`src/rtl/instruction_fetch_pkg.sv`:
```
`default_nettype none
// ============================================================================
// Module      : instruction_fetch_pkg
// Description : Shared definitions for the instruction fetch stage: opcode
//               constants, the bubble word and the fetch FSM state encoding.
// Ports       : none (package)
// Revision    : 1.0 - initial release
// ============================================================================
package instruction_fetch_pkg;

  // Width of the word consumed by the decode stage
  localparam int INSTR_LEN = 20;

  // Opcode field lives in the top nibble of the instruction word
  localparam logic [3:0] OP_STORE = 4'b1100;
  localparam logic [3:0] OP_HALT  = 4'b1111;

  // A bubble is an all-zero instruction slot
  localparam logic [INSTR_LEN-1:0] BUBBLE_WORD = '0;

  typedef enum logic [0:0] {
    ST_RUN    = 1'b0,
    ST_HALTED = 1'b1
  } fetch_state_t;

  function automatic logic is_halt(input logic [3:0] opcode);
    return (opcode == OP_HALT);
  endfunction

endpackage : instruction_fetch_pkg
`default_nettype wire

```
`src/rtl/if_id_register.sv`:
```
`default_nettype none
// ============================================================================
// Module      : if_id_register
// Description : IF/ID pipeline register holding the fetched instruction, its
//               PC and a valid flag. Priority: reset > clear > load > hold.
// Ports       : i_clk    - clock
//               i_rst    - synchronous active-high reset
//               i_load   - capture i_instr/i_pc as a valid entry
//               i_clear  - replace contents with a bubble
//               i_instr  - instruction word to capture
//               i_pc     - PC of that instruction
//               o_instr  - registered instruction
//               o_pc     - registered PC
//               o_valid  - 1 = real instruction, 0 = bubble
// Revision    : 1.0 - initial release
// ============================================================================
module if_id_register
  import instruction_fetch_pkg::*;
#(
  parameter int ADDR_W  = 8,
  parameter int INSTR_W = 20
) (
  input  logic               i_clk,
  input  logic               i_rst,
  input  logic               i_load,
  input  logic               i_clear,
  input  logic [INSTR_W-1:0] i_instr,
  input  logic [ADDR_W-1:0]  i_pc,
  output logic [INSTR_W-1:0] o_instr,
  output logic [ADDR_W-1:0]  o_pc,
  output logic               o_valid
);

  logic [INSTR_W-1:0] r_instr;
  logic [ADDR_W-1:0]  r_pc;
  logic               r_valid;

  always_ff @(posedge i_clk) begin
    if (i_rst || i_clear) begin
      r_instr <= INSTR_W'(BUBBLE_WORD);
      r_pc    <= '0;
      r_valid <= 1'b0;
    end else if (i_load) begin
      r_instr <= i_instr;
      r_pc    <= i_pc;
      r_valid <= 1'b1;
    end
  end

  assign o_instr = r_instr;
  assign o_pc    = r_pc;
  assign o_valid = r_valid;

endmodule : if_id_register
`default_nettype wire

```
`src/rtl/instruction_fetch.sv`:
```
`default_nettype none
// ============================================================================
// Module      : instruction_fetch
// Description : Instruction fetch stage. Owns the PC and a RUN/HALTED FSM,
//               reads an external combinational instruction memory and
//               feeds the IF/ID pipeline register. Per-cycle priority is
//               reset > branchTaken > stall > normal advance.
// Ports       : clock            - clock, rising edge active
//               reset            - synchronous active-high reset
//               stall            - hold request from downstream
//               branchTaken      - redirect request from execute
//               branchTarget     - redirect address
//               imemAddress      - instruction memory address (= PC)
//               imemData         - instruction word at imemAddress
//               instruction      - IF/ID instruction
//               pcPropagation    - PC of the IF/ID instruction
//               instructionValid - IF/ID holds a real instruction
//               halted           - FSM is in HALTED
// Revision    : 1.0 - initial release
// ============================================================================
module instruction_fetch
  import instruction_fetch_pkg::*;
#(
  parameter int ADDR_W  = 8,
  parameter int INSTR_W = 20
) (
  input  logic               clock,
  input  logic               reset,
  input  logic               stall,
  input  logic               branchTaken,
  input  logic [ADDR_W-1:0]  branchTarget,
  output logic [ADDR_W-1:0]  imemAddress,
  input  logic [INSTR_W-1:0] imemData,
  output logic [INSTR_W-1:0] instruction,
  output logic [ADDR_W-1:0]  pcPropagation,
  output logic               instructionValid,
  output logic               halted
);

  logic [ADDR_W-1:0] r_pc;
  fetch_state_t      r_state;

  logic [ADDR_W-1:0] w_pc_next;
  fetch_state_t      w_state_next;
  logic              w_load;
  logic              w_clear;
  logic [3:0]        w_opcode;

  // Only the opcode nibble is inspected; everything else passes through
  assign w_opcode = imemData[INSTR_W-1 -: 4];

  always_ff @(posedge clock) begin
    if (reset) begin
      r_pc    <= '0;
      r_state <= ST_RUN;
    end else begin
      r_pc    <= w_pc_next;
      r_state <= w_state_next;
    end
  end

  always_comb begin
    w_pc_next    = r_pc;
    w_state_next = r_state;
    w_load       = 1'b0;
    w_clear      = 1'b0;
    if (branchTaken) begin
      // Redirect wins over stall and also leaves HALTED
      w_pc_next    = branchTarget;
      w_clear      = 1'b1;
      w_state_next = ST_RUN;
    end else if (stall) begin
      // everything holds
    end else if (r_state == ST_RUN) begin
      w_load = 1'b1;
      if (is_halt(w_opcode)) begin
        // HALT is delivered to decode but the PC parks on it
        w_state_next = ST_HALTED;
      end else begin
        w_pc_next = r_pc + ADDR_W'(1);
      end
    end else begin
      // HALTED: keep issuing bubbles until redirected or reset
      w_clear = 1'b1;
    end
  end

  if_id_register #(
    .ADDR_W  (ADDR_W),
    .INSTR_W (INSTR_W)
  ) u_if_id (
    .i_clk   (clock),
    .i_rst   (reset),
    .i_load  (w_load),
    .i_clear (w_clear),
    .i_instr (imemData),
    .i_pc    (r_pc),
    .o_instr (instruction),
    .o_pc    (pcPropagation),
    .o_valid (instructionValid)
  );

  assign imemAddress = r_pc;
  assign halted      = (r_state == ST_HALTED);

endmodule : instruction_fetch
`default_nettype wire

```
`config.mk`:
```
export PLATFORM = sky130hd
export DESIGN_NAME = instruction_fetch
export DESIGN_NICKNAME = d
export VERILOG_FILES = /design/src/rtl/instruction_fetch_pkg.sv /design/src/rtl/if_id_register.sv /design/src/rtl/instruction_fetch.sv
export SDC_FILE = /design/constraint.sdc
export NUM_CORES = 1
export LEC_CHECK = 0
export BUFFER_PORTS_ARGS = -buffer_cell sky130_fd_sc_hd__buf_2
export CAP_MARGIN = 40
export CORE_UTILIZATION = 41
export DETAILED_ROUTE_END_ITERATION = 16
export PLACE_DENSITY = 0.75
export SKIP_LAST_GASP = 1
export SLEW_MARGIN = 20
export SYNTH_ARGS = -nofsm -noshare
export SYNTH_HDL_FRONTEND = slang
export SYNTH_SLANG_ARGS = --single-unit
```
`constraint.sdc`:
```
create_clock -name clock -period 1.3 [get_ports clock]
set_input_delay 0.13 -clock clock [delete_from_list [all_inputs] [get_ports clock]]
set_output_delay 0.13 -clock clock [all_outputs]
set_load 0.01 [all_outputs]
```
==> metrics, run 1 <==
outcome=complete, but fails checks; failing checks=setup timing; hold buffers post-CTS=0; Adder-Cell Fraction of Synth Area=0.846%; XOR/XNOR share of the synthesized area=3.55%; Worst Clk Skew=11.3 ps; routed wire length=3.47 mm; largest family of logic cells by synthesized area=simple AND/OR/NAND/NOR gates; clock latency on the worst-skew pair=340 ps; Tmin final=1320 ps; Diodes inserted=0; IO Pins=70; DR vias/cell=4.78; CTS tree=built; vias in the first global route=1192; first-pass GRT wire length=5.22 mm; drt pass-1 iters=5; post-place setup slack=-18.5 ps; Synth cell types=27; overall power=0.00230 W; synth warn=0; share of the synthesized area in the top cell type=51.4%; Yosys top cell by area=dfxtp_1; Die W=62.1 µm; share of post-route cells with drive strength above 1=38.1%; Final Hold Vio Count=0; IO Port Bufs=69; Hold Crit Class=input port to flop; Worst Path Class, Setup=flop to flop; initial antenna violation count=0; Power Density=1120 mW/mm²; Post-DP HPWL=2.57 mm; DRC viols=0; Synth Register Bits=38; Mapped Avg Cell Area=8.13 µm²; final worst setup slack=-22.6 ps; Post-Synth Simple-Gate Area=24.4%; htree depth=2; Slew headroom=79.8%; Setup Total Neg Slack=-51.2 ps; Root Buffer=clkbuf_4; Final ANT Viol Nets=0; maximum vdd drop=0.000710 V; met2 Track Usage GR=30.5%; Initial DRC Count=68; max cap viols=0; Area Overhead vs Synth=38.7%; Via Count=1487; Worst EP arrival=1580 ps; post-synthesis sequential area ratio=51.4%; GRT Util Overall=18.7%; die span in y=62.1 µm; final instance area=0.00205 mm²; gr busiest metal=met2; Max Slew Vio Count=0; DP Area=0.00195 mm²; met1 usage=23.0%; Crit path required time=1560 ps; die area=0.00385 mm²; RSZ-0062 raised after global routing=yes; multiplexer area fraction after synthesis=0%; CTS clk-pin slew, worst paths=120 ps; core box area=0.00339 mm²; fin nets=297; max frequency=0.756 GHz; Slew @ Worst Pin=302 ps; Mapped Cells=182; element type at the critical path end=flop; CTS Sinks=38; Post-Syn Area=0.00148 mm²; compound-cell area share of the yosys netlist=15.1%; Leak=0.944 nW; Final Cycle Share=102%; GPL Wtd Cong=0.765; Initial Utilization=43.6%; gr ovfl total=0; pin count of the biggest net entering global routing=30; clk buf depth=2; Core Rows=21; crit start category=flop; final setup violation count=3; CTS buffer count=5; top post-synthesis cells by area=dfxtp_1, nand2_1, a21oi_1, xor2_1, a211oi_1; DR WL/cell=11.2 µm; Syn Nets=215; Worst Path Max Fanout=3; GR Util met3=6.21%
-- cells in the final DEF, fill, tap and decap left out, types with 2 or more instances in the layout --
master    count
a211oi_1      5
a21oi_1      28
and2_1        2
buf_2        69
buf_4        14
clkbuf_4      5
clkinv_2      2
dfxtp_1      35
dfxtp_2       3
inv_1         2
nand2_1      60
nand3_1       5
nand4_1       2
nor2_1       10
o21ai_0       2
xor2_1        5
-- worst max-delay path, stage by stage (launching register included) --
cell	delay [ps]
dfxtp_2	340
and4bb_2	330
buf_4	130
nand3_1	90
xor2_1	160
a211oi_1	190
-- synthesized netlist by cell type --
| master | n |
|---|---|
| nor3_1 | 1 |
| and4bb_2 | 1 |
| a31oi_1 | 1 |
| inv_1 | 2 |
| and3_1 | 1 |
| xor2_1 | 5 |
| buf_6 | 1 |
| o21bai_1 | 1 |
| buf_1 | 1 |
| clkbuf_1 | 2 |
| buf_2 | 5 |
| a311oi_1 | 1 |
| dfxtp_1 | 38 |
| and2_1 | 2 |
| nand2_1 | 60 |
| nand3_1 | 6 |
| xnor2_1 | 1 |
| clkbuf_8 | 1 |
| o21ai_0 | 3 |
| a211oi_1 | 5 |
| nand4_1 | 2 |
| ha_1 | 1 |
| nand4_2 | 1 |
| o2bb2ai_1 | 1 |
| or3_1 | 1 |
| nor2_1 | 10 |
| a21oi_1 | 28 |
-- cells by family (layout without fill, tap and decap cells) --
logic type,Yosys count,count (layout)
compound gates,40,40
buf+inv,12,95
simple gates,85,85
flops,38,38
fa+ha+maj,1,1
xor+xnor,6,6
-- flip-flops by register name (all words and copies together), names as in the netlist --
signal           count
u_if_id.o_valid      1
u_if_id.o_instr     20
imemAddress          8
halted               1
u_if_id.o_pc         8
-- cell type report --
cell class / count / area, µm²
clock buffer: 5 / 37.5
timing repair buffer: 85 / 482
multi-input combinational: 132 / 663
tap: 46 / 57.6
fill: 322 / 1340
clock inverter: 3 / 40.0
inverter: 2 / 7.51
sequential: 38 / 764
-- final timing paths --
path,startpoint,end,slack (ps),cells after the start
max,halted,imemAddress[6],-20,5
min,imemData[14],u_if_id.o_instr[14],10,3
max reg2reg,halted,imemAddress[6],-20,5
min reg2reg,u_if_id.o_instr[1],u_if_id.o_instr[1],460,2
-- power breakdown --
part	internal [W]	switching, W	total, W
combinational	0.000135	0.000157	0.000292
clock	0.000398	0.000383	0.000781
sequential	0.00120	0.0000253	0.00123
total	0.00173	0.000565	0.00230
-- repair_timing --
item,in CTS,in global routing
gates cloned,0,0
pin swaps,3,4
gates resized for setup,0,2
endpoints found under the setup margin,1,24
setup buffers,1,1
-- through the flow --
step | utilization, % | std cells | hold slack (ps)
finish | 60.5 | 311 | 13.4
global route | 60.5 | 311 | 7.14
CTS | 60.1 | 310 | 2.78
detailed placement | 57.5 | 301 | 376
global placement | 57.5 | 301 | 372
floorplan | - | 182 | 266
-- per-layer routing --
layer | vias up | wire, µm
met5 | - | 0
met4 | 0 | 27
met3 | 2 | 177
met2 | 47 | 1620
met1 | 665 | 1650
li1 | 773 | -
Power figures use the tool's default switching activity.
==> inputs of run 2 (changes only) <==
--- a/config.mk
+++ b/config.mk
@@ -9,7 +9,7 @@
 export CAP_MARGIN = 40
 export CORE_UTILIZATION = 41
 export DETAILED_ROUTE_END_ITERATION = 16
-export PLACE_DENSITY = 0.75
+export PLACE_DENSITY = 0.82
 export SKIP_LAST_GASP = 1
 export SLEW_MARGIN = 20
 export SYNTH_ARGS = -nofsm -noshare
==> constraint.sdc (replaced) <==
create_clock -name clock -period 1.1 [get_ports clock]
set_input_delay 0.11 -clock clock [delete_from_list [all_inputs] [get_ports clock]]
set_output_delay 0.11 -clock clock [all_outputs]
set_load 0.01 [all_outputs]
==> metrics, run 2 (synthesis results as in run 1) <==
met1 usage=27.6% (was 23.0%); Slew headroom=80.2% (was 79.8%); gr busiest metal=met2 (unchanged); crit start category=flop (unchanged); max frequency=0.770 GHz (was 0.756 GHz); r2r setup slk=-200 ps (was -20 ps); hold path depth=3 (unchanged); Crit path required time=1370 ps (was 1560 ps); first-pass GRT wire length=6.29 mm (was 5.22 mm); Final Hold Vio Count=0 (unchanged); fin cells=334 (was 311); maximum vdd drop=0.000524 V (was 0.000710 V); DR WL/cell=13.7 µm (was 11.2 µm); Area Overhead vs Synth=63.3% (was 38.7%); r2r worst-path depth=4 (was 5); failing checks=setup timing (unchanged); RR Endpoint=imemAddress[7] (was imemAddress[6]); initial antenna violation count=0 (unchanged); final setup violation count=37 (was 3); CTS tree=built (unchanged); drt pass-1 iters=4 (was 5); DRC viols=0 (unchanged); vias in the first global route=1460 (was 1192); gr ovfl total=0 (unchanged); CTS clk-pin slew, worst paths=110 ps (was 120 ps); element type at the critical path end=flop (unchanged); die area=0.00385 mm² (unchanged); Hold Crit Class=input port to flop (unchanged); Final ANT Viol Nets=0 (unchanged); Diodes inserted=0 (unchanged); outcome=complete, but fails checks (unchanged); GR Util met3=5.18% (was 6.21%); RSZ-0062 raised after global routing=yes (unchanged); IO Pins=70 (unchanged); commonest non-fill, non-tap cell in the layout=buf_2 (unchanged); met2 Track Usage GR=38.3% (was 30.5%); Via Count=1678 (was 1487); Worst Clk Skew=11.2 ps (was 11.3 ps); routed wire length=4.58 mm (was 3.47 mm); final worst setup slack=-198 ps (was -22.6 ps); Setup Total Neg Slack=-3200 ps (was -51.2 ps); DR vias/cell=5.02 (was 4.78); Tmin final=1300 ps (was 1320 ps); Worst EP arrival=1570 ps (was 1580 ps); core box area=0.00339 mm² (unchanged); Final Cycle Share=118% (was 102%); CTS Sinks=38 (unchanged); Post-DP HPWL=2.70 mm (was 2.57 mm); Initial Utilization=43.6% (unchanged); GPL Wtd Cong=0.916 (was 0.765); Die W=62.1 µm (unchanged); max cap viols=0 (unchanged); WHS=9.83 ps (was 13.4 ps); Power Density=1090 mW/mm² (was 1120 mW/mm²); share of post-route cells with drive strength above 1=48.3% (was 38.1%); clock latency on the worst-skew pair=340 ps (about the same); number of flip-flops under the largest register name=20 (unchanged); Root Buffer=clkbuf_4 (unchanged); IO Port Bufs=69 (unchanged); fin nets=320 (was 297); Initial DRC Count=99 (was 68); Core Rows=21 (unchanged); Max Slew Vio Count=0 (unchanged); die span in y=62.1 µm (unchanged); number of fill cells in the layout=254 (was 322); Slew @ Worst Pin=297 ps (was 302 ps); Leak=1.05 nW (was 0.944 nW); Worst Path Max Fanout=4 (was 3); Reg-to-Reg Start=halted (unchanged); clk buf depth=2 (unchanged); Worst Path Class, Setup=flop to flop (unchanged); commonest non-fill, non-tap cells in the layout=buf_2, nand2_1, dfxtp_1 (unchanged); pin count of the biggest net entering global routing=29 (was 30); GRT Util Overall=23.0% (was 18.7%); Hold Startpoint=imemData[15] (was imemData[14]); Min-Delay Endpoint=u_if_id.o_instr[15] (was u_if_id.o_instr[14]); htree depth=2 (unchanged); dpl cells=308 (was 301); CTS buffer count=5 (unchanged)
## run 2: how the worst max path moves through the flow
stage          startpoint             end  slack (ps)  cells past startpoint
2_1_floorplan      halted  imemAddress[7]        -120                      4
3_3_place_gp       halted  imemAddress[7]        -120                      4
3_5_place_dp       halted  imemAddress[7]        -130                      4
4_1_cts            halted  imemAddress[7]        -160                      4
5_1_grt            halted  imemAddress[7]        -250                      4
6_report           halted  imemAddress[7]        -200                      4
## run 2: critical path, cell delays in order (launching register included)
cell      delay [ps]
dfxtp_2          350
and4bb_2         350
nand3_2           90
or3_1            320
a31oi_1          120
## run 2: where the power goes
part	switching, W	internal, W
registers	0.0000324	0.00142
logic	0.000248	0.000260
clock network	0.000418	0.000255
## run 2: per-stage QoR
| stage | area [µm²] | util, % | setup WS [ps] | power (W) |
|---|---|---|---|---|
| 6_report | 2410 | 71.2 | -198 | 0.00263 |
| 5_1_grt | 2410 | 71.2 | -255 | 0.00277 |
| 4_1_cts | 2280 | 67.3 | -157 | 0.00259 |
| 3_5_place_dp | 2030 | 59.8 | -131 | 0.00185 |
| 3_3_place_gp | 2030 | 59.8 | -124 | 0.00185 |
| 2_1_floorplan | 1510 | - | -123 | 0.00166 |
## run 2: cell type report
| cell class | count | area [µm²] | area share, % |
|---|---|---|---|
| flip-flops and latches | 38 | 773 | 32.0 |
| multi-input cells | 132 | 774 | 32.1 |
| well taps | 46 | 57.6 | 2.38 |
| repair buffers | 108 | 753 | 31.2 |
| clock buffers | 8 | 48.8 | 2.02 |
| inverters | 2 | 7.51 | 0.311 |
## run 2: layer usage
layer  vias to the layer above  part of all wire, %
met5                         -                    0
met4                         0                  1.9
met3                         7                  4.1
met2                        45                   53
met1                       801                   40
li1                        825                    -
## run 2: repair_timing
action / CTS / global route
resized for setup: 15 / 33
pin swaps: 10 / 5
cloned: 3 / 0
hold buffers: 12 / 1
endpoints found under the setup margin: 40 / 41
hold endpoints to repair: 12 / 1
setup buffers: 2 / 0
